--- config.mk ---
export PLATFORM = sky130hd
export DESIGN_NAME = acos_search
export DESIGN_NICKNAME = d
export VERILOG_FILES = /design/src/rtl/acos_search.sv
export SDC_FILE = /design/constraint.sdc
export NUM_CORES = 1
export LEC_CHECK = 0
export ABC_AREA = 0
export CORE_AREA = 5 5 100 102
export CTS_CLUSTER_DIAMETER = 60
export DETAILED_ROUTE_END_ITERATION = 12
export DIE_AREA = 0 0 105 107
export GPL_ROUTABILITY_DRIVEN = 0
export GPL_TIMING_DRIVEN = 0
export PLACE_DENSITY = 0.88
export SLEW_MARGIN = 20
export SYNTH_ARGS = -nofsm -noshare
export SYNTH_HDL_FRONTEND = slang
export SYNTH_SLANG_ARGS = --single-unit
--- constraint.sdc ---
create_clock -name clk -period 4.2 [get_ports clk]
set_input_delay 0.84 -clock clk [delete_from_list [all_inputs] [get_ports clk]]
set_output_delay 0.84 -clock clk [all_outputs]
set_load 0.03 [all_outputs]
--- src/rtl/acos_search.sv ---
// Iterative arccos: resolves angle bits MSB-first by querying an external cosine engine.
// Optional macro ACOS_EXACT_ENDPOINTS_EN returns +/-1.0 inputs directly without searching.
module acos_search #(
  parameter int ITERS = 31
) (
  input  logic        clk,
  input  logic        rst_n,
  input  logic        start,
  input  logic [31:0] cos_in,
  output logic        busy,
  output logic        done,
  output logic        err,
  output logic [31:0] angle_out,
  output logic        cq_req,
  output logic [31:0] cq_angle,
  input  logic        cq_ack,
  input  logic [31:0] cq_val,
  output logic [2:0]  dbg_state_o
);

  typedef enum logic [2:0] {
    S_IDLE   = 3'd0,
    S_CHECK  = 3'd1,
    S_REQ    = 3'd2,
    S_UPDATE = 3'd3,
    S_DONE   = 3'd4
  } state_t;

  localparam logic [4:0]         K_LAST  = 5'(31 - ITERS);
  localparam logic signed [31:0] POS_ONE = 32'sh4000_0000;
  localparam logic signed [31:0] NEG_ONE = 32'shC000_0000;

  state_t             state_q, state_d;
  logic signed [31:0] x_q, x_d;
  logic [31:0]        acc_q, acc_d;
  logic [4:0]         k_q, k_d;
  logic               err_q, err_d;
  logic [31:0]        trial;

  assign trial = acc_q | (32'd1 << k_q);

  always_ff @(posedge clk or negedge rst_n) begin
    if (!rst_n) begin
      state_q <= S_IDLE;
      x_q     <= '0;
      acc_q   <= '0;
      k_q     <= 5'd30;
      err_q   <= 1'b0;
    end else begin
      state_q <= state_d;
      x_q     <= x_d;
      acc_q   <= acc_d;
      k_q     <= k_d;
      err_q   <= err_d;
    end
  end

  always_comb begin
    state_d = state_q;
    x_d     = x_q;
    acc_d   = acc_q;
    k_d     = k_q;
    err_d   = err_q;
    case (state_q)
      S_IDLE: begin
        if (start) begin
          x_d     = cos_in;
          acc_d   = '0;
          k_d     = 5'd30;
          err_d   = 1'b0;
          state_d = S_CHECK;
        end
      end
      S_CHECK: begin
        if (x_q > POS_ONE || x_q < NEG_ONE) begin
          err_d   = 1'b1;
          state_d = S_DONE;
`ifdef ACOS_EXACT_ENDPOINTS_EN
        end else if (x_q == POS_ONE) begin
          acc_d   = 32'h0000_0000;
          state_d = S_DONE;
        end else if (x_q == NEG_ONE) begin
          acc_d   = 32'h8000_0000;
          state_d = S_DONE;
`endif
        end else begin
          state_d = S_REQ;
        end
      end
      S_REQ: begin
        // Keep the trial bit only if the angle is still small enough (cos >= x).
        if (cq_ack) begin
          if ($signed(cq_val) >= x_q) acc_d = trial;
          state_d = S_UPDATE;
        end
      end
      S_UPDATE: begin
        if (k_q == K_LAST) begin
          state_d = S_DONE;
        end else begin
          k_d     = k_q - 5'd1;
          state_d = S_REQ;
        end
      end
      S_DONE:  state_d = S_IDLE;
      default: state_d = S_IDLE;
    endcase
  end

  assign busy        = (state_q != S_IDLE);
  assign done        = (state_q == S_DONE);
  assign err         = err_q;
  assign angle_out   = acc_q;
  assign cq_req      = (state_q == S_REQ);
  assign cq_angle    = cq_req ? trial : 32'd0;
  assign dbg_state_o = state_q;

endmodule
==> metrics <==
first-pass GRT wire length roughly 19000 um; Core ar. about 9000 um^2; Synth Register Bits 73; # clock sinks 73; WP data arrival between 2 and 3 ns; clk buf depth 2; Hold Fails Final Rpt 0; main combinational cell family by area after synthesis simple AND/OR/NAND/NOR gates; Compound-Gate Fraction of Synth Area 0.1250; DR pass1 iterations 4; max-slew violation count 0; Top Metal Used met4; Int Power 1967 uW; Synth Net Count between 500 and 600; capture point of the worst reg-to-reg path angle_out[3]$_DFFE_PN0P_; family with the most delay on the worst path buffers and inverters; initial antenna violation count 0; total power draw 3519 uW; Setup crit end cq_angle[4]; nets between 600 and 700; detailed placer's ending HPWL 9527 um; post-synthesis cell area around 4300 um^2; Die W around 110 um; Routed Antenna Nets 0; die extent in y 107 um; Met3 Routed Length between 900 and 1000 um; Warnings, synthesis 0; H-Tree Depth 3; initial DRC count 130; WL met2 6002 um; NetSw roughly 1600 uW; Leak between 0.002 and 0.003 uW; antenna cell count 0; Starting Density 0.4795; fill cell count around 700; Slowest-stage cell, CP clkdlybuf4s50_1; postcts setup bufs 0; Inst Count DP slightly below 700; die area approximately 11000 um^2; Crit Path Max Fanout 10; routed len/inst ~17 um; crit path kind reg -> out; cts repair resizes 0; Post-Route M1 WL ~4900 um; Synth Instances 439; outcome finished clean; Clk Latency, worst-skew pair 0.36 ns; largest stage delay on the critical path around 0.71 ns; r2r worst-path depth 9; Critical Path, Cell by Cell clkbuf_1 -> nor3b_1 -> a21oi_1 -> nor2_1 -> clkdlybuf4s50_1; Max IR drop VDD about 0.00029 V; layout overhead on the synthesized area 39.92%; slew margin rel. 0.4380; Worst R2R Start x_q[31]$_DFFE_PN0P_; clock share of power 0.151; crit path capture type primary output; Async SR Flop Fraction 1.000; Post-Synth XOR/XNOR Area 0.006075; simple-gate share of the synthesized area 0.1464; Primary FF master, synth dfrtp_1; setup TNS 0 ns; multiplexer area fraction after synthesis 0.1140; Netlist cell types 43; Congestion Overflow GR 0; vias per cell around 5.5; Ports 139; sw frac 0.4410; worst hold path type in -> async; total CTS buffers 9; Worst Slack Setup Final approximately 0.54 ns; post-route DRC violation count 0; synthesized area per cell about 9.9 um^2; Port Buffers 138; clock slew at reported path FFs about 0.09 ns; RSZ-0062 raised after global routing no; Crit path depth 5; Worst setup SP type register; PD cells approximately 580 nW/um^2; Post-synth EDFFs 0; clock skew 0.01030 ns; number of global-route vias before repair 4039; required time of the critical path 3.36 ns; Layout Utilization 0.6709; CTS hold repair buffers 0; reg2reg setup slack approximately 1.4 ns; Worst Tran Pin Value approximately 0.84 ns; share of post-route cells with drive strength above 1 0.1145; adder and majority cell fraction of the synthesized area 0.1070; Comb pwr share 0.543; part of the Yosys area used for sequential elements 0.4235; TritonCTS clock tree built; critical path launch point k_q[2]$_DFFE_PN1P_; cell row count 35; count of non-filler cells in the finished layout approximately 700; post-route minimum period around 3.7 ns; Vias roughly 3900; Final setup viols 0; pre-CTS WS ~0.46 ns; CP bufs+invs 2; crit share post-route 0.8705; fmax around 270 MHz; max-cap violation count 0; Clock Root Buffer clkbuf_8; Sequential Power Share 0.306; largest net degree at the start of global routing 45; drt total wl between 10000 and 15000 um; GRT Total Usage 0.2121
[worst min path at each step]
stage | start | end | slack, ns | depth (start not counted)
2_1_floorplan | x_q[0]$_DFFE_PN0P_ | x_q[0]$_DFFE_PN0P_ | 0.47 | 2
3_3_place_gp | x_q[0]$_DFFE_PN0P_ | x_q[0]$_DFFE_PN0P_ | 0.50 | 2
3_5_place_dp | x_q[0]$_DFFE_PN0P_ | x_q[0]$_DFFE_PN0P_ | 0.51 | 2
4_1_cts | rst_n | angle_out[11]$_DFFE_PN0P_ | 0.40 | 1
5_1_grt | rst_n | angle_out[22]$_DFFE_PN0P_ | 0.43 | 1
6_report | rst_n | angle_out[22]$_DFFE_PN0P_ | 0.40 | 1
[flip-flops by register name, summed over array words and instances, names as in the netlist]
register	cells
angle_out	32
err	1
x_q	32
k_q	5
dbg_state_o	3
[synthesized netlist by cell type (all sizes together) (3+ instances only)]
| master | instances | area (um^2) |
|---|---|---|
| a21oi | 43 | 215.2 |
| buf | 5 | 41.29 |
| nor2 | 44 | 172.7 |
| nor3 | 5 | 25.02 |
| nor4 | 9 | 71.32 |
| nor3b | 4 | 41.29 |
| ha | 37 | 462.9 |
| nand2 | 48 | 182.7 |
| inv | 38 | 142.6 |
| nand3 | 4 | 20.02 |
| mux2 | 32 | 473.0 |
| dfrtp | 69 | 1727 |
| nand4 | 10 | 62.56 |
| bufbuf | 3 | 97.59 |
| clkbuf | 15 | 56.30 |
| o21ai | 41 | 205.2 |
| dfstp | 4 | 105.1 |
| a31oi | 5 | 31.28 |
[cell families (layout without fill, tap and decap cells)]
| group | after synthesis | after routing |
|---|---|---|
| fa+ha+maj | 37 | 37 |
| buf+inv | 61 | 216 |
| simple gates | 132 | 132 |
| xor+xnor | 3 | 3 |
| mux | 34 | 34 |
| compound gates | 99 | 99 |
| flops | 73 | 73 |
[cell type report]
| cell class | instances | area [um^2] | area share |
|---|---|---|---|
| Timing Repair Buffer | 139 | 1399 | 0.2311 |
| Tap cell | 111 | 138.9 | 0.02295 |
| Clock buffer | 9 | 123.9 | 0.02047 |
| Multi-Input combinational cell | 305 | 2161 | 0.3570 |
| Clock inverter | 7 | 60.06 | 0.009924 |
| Sequential cell | 73 | 1832 | 0.3027 |
| Buffer | 23 | 195.2 | 0.03225 |
| Inverter | 38 | 142.6 | 0.02357 |
[placed cells by master, fill, tap and decap left out, types with 4 or more instances in the layout]
master and instances:
nor2_1 43, dfrtp_1 69, o21ai_0 41, mux2_4 30, nand3_1 4, nand2_1 47
dfstp_2 4, inv_1 38, a21oi_1 43, a31oi_1 5, clkbuf_8 9, nand4_1 10
ha_1 37, clkbuf_1 15, nor4_1 8, clkdlybuf4s50_1 137, nor3_1 4
[power groups by stage]
stage / Clock [uW] / Sequential [uW] / Combinational (uW)
2_1_floorplan: 0 / 1150 / 1220
3_3_place_gp: 0 / 1070 / 1820
3_5_place_dp: 0 / 1080 / 1900
4_1_cts: 543 / 1070 / 1910
5_1_grt: 570 / 1100 / 2090
6_report: 531 / 1080 / 1910
[per-stage QoR]
step           hold WS, ns  area, um^2
2_1_floorplan       0.4736        4325
3_3_place_gp        0.4991        5846
3_5_place_dp        0.5073        5863
4_1_cts             0.3974        6047
5_1_grt             0.4258        6052
6_report            0.3991        6052
[worst register-to-register path: stages (launching register included)]
cell	delay, ns
dfrtp_1	0.33
inv_1	0.07
ha_1	0.34
nand4_1	0.23
nor4_4	0.41
a31oi_1	0.16
and3b_2	0.25
nor3b_4	0.37
buf_6	0.25
mux2_4	0.32
[metal layers]
layer	vias to the layer above	global-route usage
met1	1879	0.2579
met2	164	0.3687
met3	20	0.05057
met5	-	0
li1	1822	-
met4	0	0.07123
Power figures use the tool's default switching activity.
